`config.mk`:
```
export PLATFORM = sky130hd
export DESIGN_NAME = seq_multiplier
export DESIGN_NICKNAME = d
export VERILOG_FILES = /design/src/rtl/seq_multiplier.sv
export SDC_FILE = /design/constraint.sdc
export NUM_CORES = 1
export LEC_CHECK = 0
export ABC_AREA = 1
export CAP_MARGIN = 30
export CORE_ASPECT_RATIO = 2
export CORE_MARGIN = 2
export CORE_UTILIZATION = 27
export CTS_CLUSTER_SIZE = 30
export DETAILED_ROUTE_END_ITERATION = 10
export SLEW_MARGIN = 5
export SYNTH_ARGS = -nofsm -noshare
export SYNTH_HDL_FRONTEND = slang
export SYNTH_SLANG_ARGS = --single-unit
```
`constraint.sdc`:
```
create_clock -name clk -period 4.8 [get_ports clk]
set_input_delay 0.48 -clock clk [delete_from_list [all_inputs] [get_ports clk]]
set_output_delay 0.48 -clock clk [all_outputs]
set_load 0.01 [all_outputs]
```
`src/rtl/seq_multiplier.sv`:
```
// ---------------------------------------------------------------------------
// seq_multiplier
//
// Iterative shift-add multiplier. An operand pair is accepted in IDLE, one
// multiplier bit is consumed per clock in BUSY (exactly WIDTH cycles), and
// the full 2*WIDTH-bit product is presented in DONE until the consumer
// takes it.
//
// Optional feature macro: SEQ_MULT_SIGNED_EN
//   When defined, adds the signed_op input. When signed_op is 1 at the
//   accept edge, a and b are treated as two's complement. Latency and
//   handshake are identical in both modes.
//
// Ports
//   clk        : clock, rising-edge active
//   rst        : synchronous, active-high reset
//   signed_op  : (SEQ_MULT_SIGNED_EN only) 1 = signed operation
//   in_valid   : operands a/b are presented
//   in_ready   : block can accept operands (IDLE)
//   a, b       : multiplicand and multiplier, WIDTH bits
//   out_valid  : product holds a valid result (DONE)
//   out_ready  : consumer accepts the result
//   product    : registered result, 2*WIDTH bits
//   busy       : high while the shift-add iteration runs (BUSY)
// ---------------------------------------------------------------------------
module seq_multiplier #(
    parameter int WIDTH = 8
) (
    input  logic                 clk,
    input  logic                 rst,
`ifdef SEQ_MULT_SIGNED_EN
    input  logic                 signed_op,
`endif
    input  logic                 in_valid,
    output logic                 in_ready,
    input  logic [WIDTH-1:0]     a,
    input  logic [WIDTH-1:0]     b,
    output logic                 out_valid,
    input  logic                 out_ready,
    output logic [2*WIDTH-1:0]   product,
    output logic                 busy
);

    localparam int PW = 2 * WIDTH;
    localparam int CW = $clog2(WIDTH);

    typedef enum logic [1:0] {
        IDLE,
        BUSY,
        DONE
    } state_t;

    state_t          state;
    state_t          state_next;

    logic [PW-1:0]    mcand;      // multiplicand, shifted left each step
    logic [WIDTH-1:0] mplier;     // multiplier, shifted right each step
    logic [PW-1:0]    acc;        // partial product
    logic [CW-1:0]    cnt;        // index of the multiplier bit in mplier[0]
    logic [PW-1:0]    a_ext;
    logic [PW-1:0]    step_term;
    logic [PW-1:0]    acc_next;
    logic             op_signed;
    logic             last_step;
    logic             accept;

    assign accept    = in_valid && (state == IDLE);
    assign last_step = (cnt == CW'(WIDTH - 1));

`ifdef SEQ_MULT_SIGNED_EN
    logic sign_q;

    // Signedness is captured with the operands so later changes of
    // signed_op cannot disturb an operation in flight.
    always_ff @(posedge clk) begin
        if (rst) begin
            sign_q <= 1'b0;
        end else if (accept) begin
            sign_q <= signed_op;
        end
    end

    assign op_signed = sign_q;
    assign a_ext     = (signed_op && a[WIDTH-1]) ? {{WIDTH{1'b1}}, a}
                                                 : {{WIDTH{1'b0}}, a};
`else
    assign op_signed = 1'b0;
    assign a_ext     = {{WIDTH{1'b0}}, a};
`endif

    // The multiplier MSB carries weight -2^(WIDTH-1) in two's complement,
    // so for a signed operation the last step subtracts instead of adding.
    // With the multiplicand sign-extended to 2*WIDTH bits this yields the
    // exact signed product modulo 2^(2*WIDTH) in the same WIDTH steps.
    always_comb begin
        step_term = mplier[0] ? mcand : '0;
        acc_next  = (last_step && op_signed) ? (acc - step_term)
                                             : (acc + step_term);
    end

    // State register.
    // NOTE: sequential state uses non-blocking (<=) so every flop samples
    // pre-edge values; blocking (=) here would create order-dependent logic.
    always_ff @(posedge clk) begin
        if (rst) begin
            state <= IDLE;
        end else begin
            state <= state_next;
        end
    end

    // Next-state and Moore outputs.
    // NOTE: every output gets a default before the case so no path leaves a
    // signal unassigned, which would otherwise infer a latch.
    always_comb begin
        state_next = state;
        in_ready   = 1'b0;
        out_valid  = 1'b0;
        busy       = 1'b0;
        unique case (state)
            IDLE: begin
                in_ready = 1'b1;
                if (in_valid) begin
                    state_next = BUSY;
                end
            end
            BUSY: begin
                busy = 1'b1;
                if (last_step) begin
                    state_next = DONE;
                end
            end
            DONE: begin
                out_valid = 1'b1;
                if (out_ready) begin
                    state_next = IDLE;
                end
            end
            default: state_next = IDLE;
        endcase
    end

    // Datapath. product is written only on the step that enters DONE, so it
    // keeps its last value through IDLE and BUSY.
    // NOTE: the datapath registers are reset as well, because the visible
    // product must read 0 after reset rather than a stale result.
    always_ff @(posedge clk) begin
        if (rst) begin
            mcand   <= '0;
            mplier  <= '0;
            acc     <= '0;
            cnt     <= '0;
            product <= '0;
        end else if (accept) begin
            mcand  <= a_ext;
            mplier <= b;
            acc    <= '0;
            cnt    <= '0;
        end else if (state == BUSY) begin
            acc    <= acc_next;
            mcand  <= mcand << 1;
            mplier <= mplier >> 1;
            cnt    <= cnt + 1'b1;
            if (last_step) begin
                product <= acc_next;
            end
        end
    end

endmodule

```
==> results of run 1 <==
metal layers:
metal,global-route usage,share of wire
met1,0.127,0.39
met4,0.0772,0.038
met5,0,0
met2,0.250,0.53
met3,0.0330,0.038
cells by family (layout without fill, tap and decap cells):
logic type	count (synthesis)	in the layout	share of synthesized area
AO/OA/AOI/OAI	61	61	0.104
XOR/XNOR	6	6	0.0151
adder cells (fa/ha/maj)	18	18	0.0667
buffers and inverters	107	145	0.137
flip-flops	61	61	0.350
AND/OR/NAND/NOR	270	270	0.328
cell usage after synthesis, drive strengths merged (4+ instances only):
cell type  instances  area [um2]
o211ai             6        45.0
o21a               8        60.1
buf               14         120
nand2            190         721
nand3             32         160
clkbuf             4        15.0
o21ai              5        25.0
dfxtp             61        1220
inv               89         342
nor2              39         205
ha                17         213
a31oi             14        87.6
a21oi             26         130
placed cells by master, fill, tap and decap left out, types with 2 or more instances in the layout:
cell type / count
xnor2_1: 3
o21ai_0: 5
ha_1: 17
inv_6: 2
clkinv_4: 2
nand3b_1: 2
dfxtp_1: 61
o211ai_1: 6
nor3_1: 3
nand3_1: 32
o21bai_1: 2
clkdlybuf4s50_1: 38
o21a_1: 8
clkinvlp_4: 2
inv_1: 86
nand2_1: 189
nor2_1: 34
a31oi_1: 14
or2_1: 2
xor2_1: 3
clkbuf_16: 9
nor2_8: 3
a21oi_1: 26
buf_4: 2
path summary, 6_finish.rpt:
path                             to  slack [ns]  cells after the start
min          mplier[7]$_SDFFE_PP0P_        0.47                      2
max                            busy        2.25                      4
max reg2reg    acc[14]$_SDFFE_PP0P_        2.54                     14
min reg2reg  mplier[7]$_SDFFE_PP0P_        0.47                      2
area by class of cell:
| cell class | count | area [um2] | area share |
|---|---|---|---|
| repair buffers | 40 | 395 | 0.0931 |
| inverters | 89 | 342 | 0.0804 |
| multi-input cells | 355 | 1790 | 0.422 |
| clock inverters | 6 | 71.3 | 0.0168 |
| clock buffers | 10 | 239 | 0.0563 |
| well taps | 150 | 188 | 0.0442 |
| flip-flops and latches | 61 | 1220 | 0.287 |
worst max-delay path, cell delays in order, from the launching register on:
cell and delay (ns):
dfxtp_1 0.36, inv_1 0.08, nor2_4 0.09, buf_4 0.53, clkdlybuf4s50_1 0.66
sequential cells by signal, summed over array words and instances, names as in the netlist:
register / count
mcand: 16
acc: 16
mplier: 8
cnt: 3
state: 2
product: 16
report_power, final:
group	leakage [nW]	internal, mW	switching [mW]
registers	0.496	0.525	0.0148
logic	1.47	0.0490	0.0770
clock network	0.145	0.419	0.247
==> metrics.md, run 1 <==
| Metric | Value |
|---|---|
| Ys Warns | `0` |
| Post-DP Area | `0.00394 mm2` |
| Final worst slack | `2.25 ns` |
| Design Area, Final | `0.00425 mm2` |
| Final setup viols | `0` |
| Worst slew margin | `0.577` |
| RSZ-0062 raised after global routing | `false` |
| Die area | `0.0139 mm2` |
| Final Instance Count excl. Fillers | `711` |
| Postcts setup bufs | `0` |
| Initial antenna violation count | `0` |
| Antenna cell count | `0` |
| Pleak | `2.11 nW` |
| Share of cells above drive strength 1 | `0.0499` |
| Setup TNS | `0 ns` |
| CTS Buffer Depth | `2` |
| Max-cap violations | `0` |
| Placed insts | `695` |
| CP max FO | `55` |
| DRT antenna net count | `0` |
| Pre-CTS WS | `2.55 ns` |
| Final WL | `8480 um` |
| Row count | `58` |
| Worst Skew | `0.00841 ns` |
| FF+latch count, synth | `61` |
| Worst Path Required | `4.32 ns` |
| Initial Utilization | `0.276` |
| Initial DRC count | `98` |
| Final worst path period share | `0.531` |
| Layout area overhead | `21.7%` |
| Min-Delay Path Class | `flop to flop` |
| WL/cell | `11.9 um` |
| Pwr/cell area | `313 mW/mm2` |
| Die Y | `165 um` |
| Core ar. | `0.0126 mm2` |
| Die width | `84.4 um` |
| Clk_lat worst skew | `0.34 ns` |
| Final slew viol count | `0` |
| Type of origin of the critical path | `flop` |
| First-pass GRT wire length | `14500 um` |
| Residual DRC count | `0` |
| Mapped Cells | `523` |
| Grt total ovfl | `0` |
| Final-layout fill cell count | `1419` |
| EDFF count, synth | `0` |
| Num Clock Sinks | `61` |
| FMAX | `392 MHz` |
| Setup crit end kind | `output port` |
| Vias per Instance | `4.52` |
| Port buffer count | `38` |
| Ys async rst share | `0` |
| Cts repair resizes | `0` |
| Vias | `3213` |
| End-of-flow core utilization | `0.336` |
| Final nets | `594` |
| Number of global-route vias before repair | `3275` |
| Primary FF master, synth | `dfxtp_1` |
| Netlist cell types | `31` |
| Largest net degree at the start of global routing | `56` |
| Syn Area/Cell | `6.67 um2` |
| Root Driver | `clkbuf_16` |
| Placer Congestion | `0.873` |
| Hpwl dp | `6320 um` |
| Worst-margin pin slew | `0.635 ns` |
| Total power | `1.33 mW` |
| Number of buffers created by CTS | `9` |
| Outcome | `finished, final reports clean` |
| Post-synthesis sequential area ratio | `0.350` |
| Critical path origin | `state[0]$_SDFFE_PP0P_` |
| Cell area after synthesis | `0.00349 mm2` |
| All-Layer GR Usage | `0.132` |
| Hold Slack | `0.469 ns` |
| Number of H-tree levels | `3` |
| CP Class | `flop to output port` |
| Min Tclk post-route | `2.55 ns` |
| VDD IR max | `0.204 mV` |
| CP arrival | `2.07 ns` |
| HP Start | `mplier[7]$_SDFFE_PP0P_` |
| Clk slew on worst S/H paths | `0.06 ns` |
| Drt first pass iters | `4` |
| Syn Nets | `561` |
| CTS hold repair buffers | `0` |
| FF-to-FF Start | `mplier[0]$_SDFFE_PP0P_` |
| Top Ports | `39` |
| Hold Vio Cnt, Final | `0` |
| CTS tree | `yes` |
Note: power is estimated with default switching activity, not from simulation.
==> inputs of run 2 (changes only) <==
==> constraint.sdc (replaced) <==
create_clock -name clk -period 2.4 [get_ports clk]
set_input_delay 0.24 -clock clk [delete_from_list [all_inputs] [get_ports clk]]
set_output_delay 0.24 -clock clk [all_outputs]
set_load 0.01 [all_outputs]
==> metrics.md, run 2 (same netlist as run 1, synthesis figures left out) <==
| Metric | Value |
|---|---|
| Outcome | `finished, final reports clean` |
| Final slew viol count | `0` |
| Total power | `2.63 mW` |
| CP arrival | `2.39 ns` |
| CP max FO | `17` |
| Clk_lat worst skew | `0.34 ns` |
| Residual DRC count | `0` |
| Number of buffers created by CTS | `9` |
| Grt total ovfl | `0` |
| Pre-CTS WS | `0.153 ns` |
| Worst Skew | `0.00632 ns` |
| Critical path origin | `mplier[0]$_SDFFE_PP0P_` |
| Final setup viols | `0` |
| Initial Utilization | `0.276` |
| FMAX | `464 MHz` |
| Final worst slack | `0.244 ns` |
| Hold Slack | `0.460 ns` |
| Vias per Instance | `4.56` |
| Pleak | `2.11 nW` |
| Antenna cell count | `0` |
| Die area | `0.0139 mm2` |
| RSZ-0062 raised after global routing | `false` |
| Layout area overhead | `21.5%` |
| CTS Buffer Depth | `2` |
| Worst-margin pin slew | `0.633 ns` |
| CP Class | `flop to flop` |
| Top Ports | `39` |
| Worst slew margin | `0.578` |
| Most frequent cells in the layout | `nand2_1, inv_1, dfxtp_1, clkdlybuf4s50_1, nor2_1` |
| Number of global-route vias before repair | `3244` |
| Num Clock Sinks | `61` |
| Vias | `3241` |
| First-pass GRT wire length | `14700 um` |
| Min-Delay Path Class | `flop to flop` |
| WL/cell | `12.3 um` |
| All-Layer GR Usage | `0.134` |
| Die Y | `165 um` |
| Setup crit end kind | `flop` |
| Min Tclk post-route | `2.16 ns` |
| HP Start | `mplier[7]$_SDFFE_PP0P_` |
| Final WL | `8750 um` |
| Setup TNS | `0 ns` |
| Type of origin of the critical path | `flop` |
| Clk slew on worst S/H paths | `0.06 ns` |
| Cts repair resizes | `0` |
| Initial DRC count | `167` |
| Root Driver | `clkbuf_16` |
| Postcts setup bufs | `0` |
| Placer Congestion | `0.964` |
| Share of cells above drive strength 1 | `0.0517` |
| DRT antenna net count | `0` |
| Initial antenna violation count | `0` |
| Number of H-tree levels | `3` |
| Biggest regs | `acc x16, mcand x16, product x16` |
| Final worst path period share | `0.898` |
| CTS hold repair buffers | `0` |
| Worst Path Required | `2.64 ns` |
| Hpwl dp | `6490 um` |
| Final-layout fill cell count | `1385` |
| FF-to-FF Start | `mplier[0]$_SDFFE_PP0P_` |
| Die width | `84.4 um` |
| Core ar. | `0.0126 mm2` |
| Drt first pass iters | `4` |
| VDD IR max | `0.388 mV` |
| Largest net degree at the start of global routing | `55` |
| Final nets | `594` |
| Max-cap violations | `0` |
| Pwr/cell area | `620 mW/mm2` |
| Row count | `58` |
| CTS tree | `yes` |
| Port buffer count | `38` |
| Most common cell after layout, fill and taps aside | `nand2_1` |
| Hold Vio Cnt, Final | `0` |
run 2: changes by cell type in the layout (fill, tap and decap cells not counted), sizes merged:
cell,before,now
inv,90,89
clkinvlp,2,3
run 2: worst max-delay path: stages, from the launching register on:
cell,delay [ns]
dfxtp_2,0.41
nand2_1,0.10
inv_1,0.04
ha_1,0.20
fa_1,0.41
nand2_1,0.08
nand2_1,0.06
nand3b_1,0.11
nand2_1,0.18
nand2_1,0.13
nand2_1,0.06
nand2_1,0.08
nand3_1,0.07
nand2_1,0.09
inv_1,0.03
run 2: path summary, 6_finish.rpt:
path / depth (start not counted) / to / slack [ns]
max: 14 / acc[10]$_SDFFE_PP0P_ / 0.24
min: 2 / mplier[7]$_SDFFE_PP0P_ / 0.46
max reg2reg: 14 / acc[10]$_SDFFE_PP0P_ / 0.24
min reg2reg: 2 / mplier[7]$_SDFFE_PP0P_ / 0.46
run 2: routing by layer:
layer  global-route usage  routed length [um]  up-vias
met5                    0                   0        -
met4               0.0916                 387        0
met3               0.0225                 313       20
met2                0.260                4740       75
met1                0.125                3310     1461
li1                     -                   -     1685
run 2: power breakdown:
group          total [mW]  internal [mW]  switching, mW
Sequential           1.08           1.05         0.0308
Clock                1.30          0.826          0.471
Combinational       0.252         0.0981          0.153
run 2: layout make-up:
type                            count  area, um2  share of cell area
Clock inverter                      6       62.6              0.0148
Clock buffer                       10        239              0.0564
Multi-Input combinational cell    355       1790               0.423
Sequential cell                    61       1220               0.288
Tap cell                          150        188              0.0443
Inverter                           89        342              0.0806
Timing Repair Buffer               40        395              0.0932
run 2: per-stage QoR:
step	area [um2]	utilization	instances
global route	4240	0.336	711
detailed placement	3940	0.312	695
floorplan	3490	-	523
global placement	3940	0.312	695
CTS	4240	0.336	711
finish	4240	0.336	711
==> inputs of run 3 (changes only) <==
--- a/config.mk
+++ b/config.mk
@@ -7,7 +7,7 @@
 export LEC_CHECK = 0
 export ABC_AREA = 1
 export CAP_MARGIN = 30
-export CORE_ASPECT_RATIO = 2
+export CORE_ASPECT_RATIO = 0.7
 export CORE_MARGIN = 2
 export CORE_UTILIZATION = 27
 export CTS_CLUSTER_SIZE = 30
==> metrics.md, run 3 (same netlist as run 1, synthesis figures left out) <==
| Metric | Value |
|---|---|
| Worst hold stages | `3` |
| Min Tclk post-route | `2.08 ns` |
| Hold Vio Cnt, Final | `0` |
| R2R setup slack | `0.32 ns` |
| CP Class | `flop to flop` |
| Most common cell after layout, fill and taps aside | `nand2_1` |
| VDD IR max | `0.598 mV` |
| All-Layer GR Usage | `0.134` |
| Setup crit end kind | `flop` |
| RSZ-0062 raised after global routing | `false` |
| Layout area overhead | `22.6%` |
| Most frequent cells in the layout | `nand2_1, inv_1, dfxtp_1, clkdlybuf4s50_1, nor2_1` |
| Largest net degree at the start of global routing | `55` |
| Pre-CTS WS | `0.213 ns` |
| Antenna cell count | `0` |
| Number of global-route vias before repair | `3015` |
| Clk slew on worst S/H paths | `0.06 ns` |
| Clk_lat worst skew | `0.34 ns` |
| First-pass GRT wire length | `14900 um` |
| Postcts setup bufs | `0` |
| Initial DRC count | `213` |
| Die width | `140 um` |
| Critical path origin | `mplier[0]$_SDFFE_PP0P_` |
| Outcome | `finished, final reports clean` |
| WL/cell | `12.0 um` |
| Placer Congestion | `0.878` |
| Residual DRC count | `0` |
| Share of cells above drive strength 1 | `0.0517` |
| Biggest regs | `acc x16, mcand x16, product x16` |
| Drt first pass iters | `4` |
| Pleak | `2.12 nW` |
| Initial antenna violation count | `0` |
| Final slew viol count | `0` |
| Die Y | `99.1 um` |
| Type of origin of the critical path | `flop` |
| Initial Utilization | `0.279` |
| Worst slew margin | `0.600` |
| Cts repair resizes | `0` |
| Vias per Instance | `4.37` |
| Hold Slack | `0.463 ns` |
| Min-Delay Path Class | `input port to flop` |
| R2R cell count | `13` |
| Port buffer count | `38` |
| Vias | `3161` |
| Worst Path Required | `2.63 ns` |
| Number of buffers created by CTS | `9` |
| Die area | `0.0139 mm2` |
| Final-layout fill cell count | `1362` |
| Pwr/cell area | `641 mW/mm2` |
| Core ar. | `0.0125 mm2` |
| Top Ports | `39` |
| CTS Buffer Depth | `2` |
| Design Area, Final | `0.00428 mm2` |
| FF-to-FF End | `product[8]$_SDFFE_PP0P_` |
| Final setup viols | `0` |
| FF-to-FF Start | `mplier[0]$_SDFFE_PP0P_` |
| CTS hold repair buffers | `0` |
| DRT antenna net count | `0` |
| Final nets | `594` |
| Row count | `34` |
| Grt total ovfl | `0` |
| Max-cap violations | `0` |
| Root Driver | `clkbuf_16` |
| End-of-flow core utilization | `0.342` |
| Setup TNS | `0 ns` |
| Hpwl dp | `6300 um` |
| CP arrival | `2.31 ns` |
| Final worst slack | `0.320 ns` |
| Number of H-tree levels | `3` |
| CP max FO | `17` |
| Worst Skew | `0.00749 ns` |
| Worst-margin pin slew | `0.600 ns` |
| CTS tree | `yes` |
| FMAX | `481 MHz` |
| Post-DP Area | `0.00395 mm2` |
| Num Clock Sinks | `61` |
| Final worst path period share | `0.867` |
| Endpoint, Worst Hold | `mcand[0]$_SDFFE_PP0P_` |
| Final WL | `8670 um` |
| HP Start | `a[0]` |
[run 3: changes by cell type in the layout (fill, tap and decap cells not counted)]
cell | before | now
bufinv_16 | 1 | 2
clkinvlp_4 | 3 | 1
clkinv_4 | 0 | 2
clkinv_2 | 2 | 1
clkbuf_8 | 1 | 0
inv_6 | 1 | 2
[run 3: critical path, cell delays in order, from the launching register on]
cell     delay [ns]
dfxtp_2        0.41
nand2_1        0.10
inv_1          0.05
ha_1           0.20
fa_1           0.41
nand2_1        0.09
nand2_1        0.07
and2_4         0.15
nand2_1        0.05
nand2_1        0.06
xnor2_1        0.20
nand2_1        0.07
nand2_1        0.07
inv_1          0.04
[run 3: through the flow]
step	power, mW	instances
after global placement	1.35	707
final	2.74	723
after CTS	2.77	723
after detailed placement	1.35	707
after global routing	2.86	723
after floorplan	1.28	523
[run 3: cell type report]
class,instances,area [um2],area share
inverters,89,342,0.0798
clock inverters,7,98.8,0.0231
well taps,162,203,0.0474
repair buffers,40,395,0.0924
flip-flops and latches,61,1220,0.286
multi-input cells,355,1790,0.419
clock buffers,9,225,0.0526
[run 3: worst max-delay path by stage]
| stage | to | slack (ns) | cells past startpoint |
|---|---|---|---|
| floorplan | product[8]$_SDFFE_PP0P_ | 0.32 | 15 |
| global placement | product[8]$_SDFFE_PP0P_ | 0.22 | 13 |
| detailed placement | acc[8]$_SDFFE_PP0P_ | 0.21 | 13 |
| CTS | acc[8]$_SDFFE_PP0P_ | 0.19 | 13 |
| global route | acc[14]$_SDFFE_PP0P_ | 0.08 | 14 |
| finish | product[8]$_SDFFE_PP0P_ | 0.32 | 13 |
[run 3: where the power goes]
part           switching, mW  leakage, nW  total, mW  internal (mW)
registers             0.0305        0.496       1.08           1.05
logic                  0.156         1.47      0.254         0.0982
clock network          0.498        0.156       1.41          0.913
[run 3: metal layers]
layer | GRT usage | up-vias | routed length (um)
met5 | 0 | - | 0
met4 | 0.0462 | 0 | 119
met3 | 0.0361 | 10 | 384
met2 | 0.185 | 63 | 3360
met1 | 0.200 | 1401 | 4810
li1 | - | 1687 | -
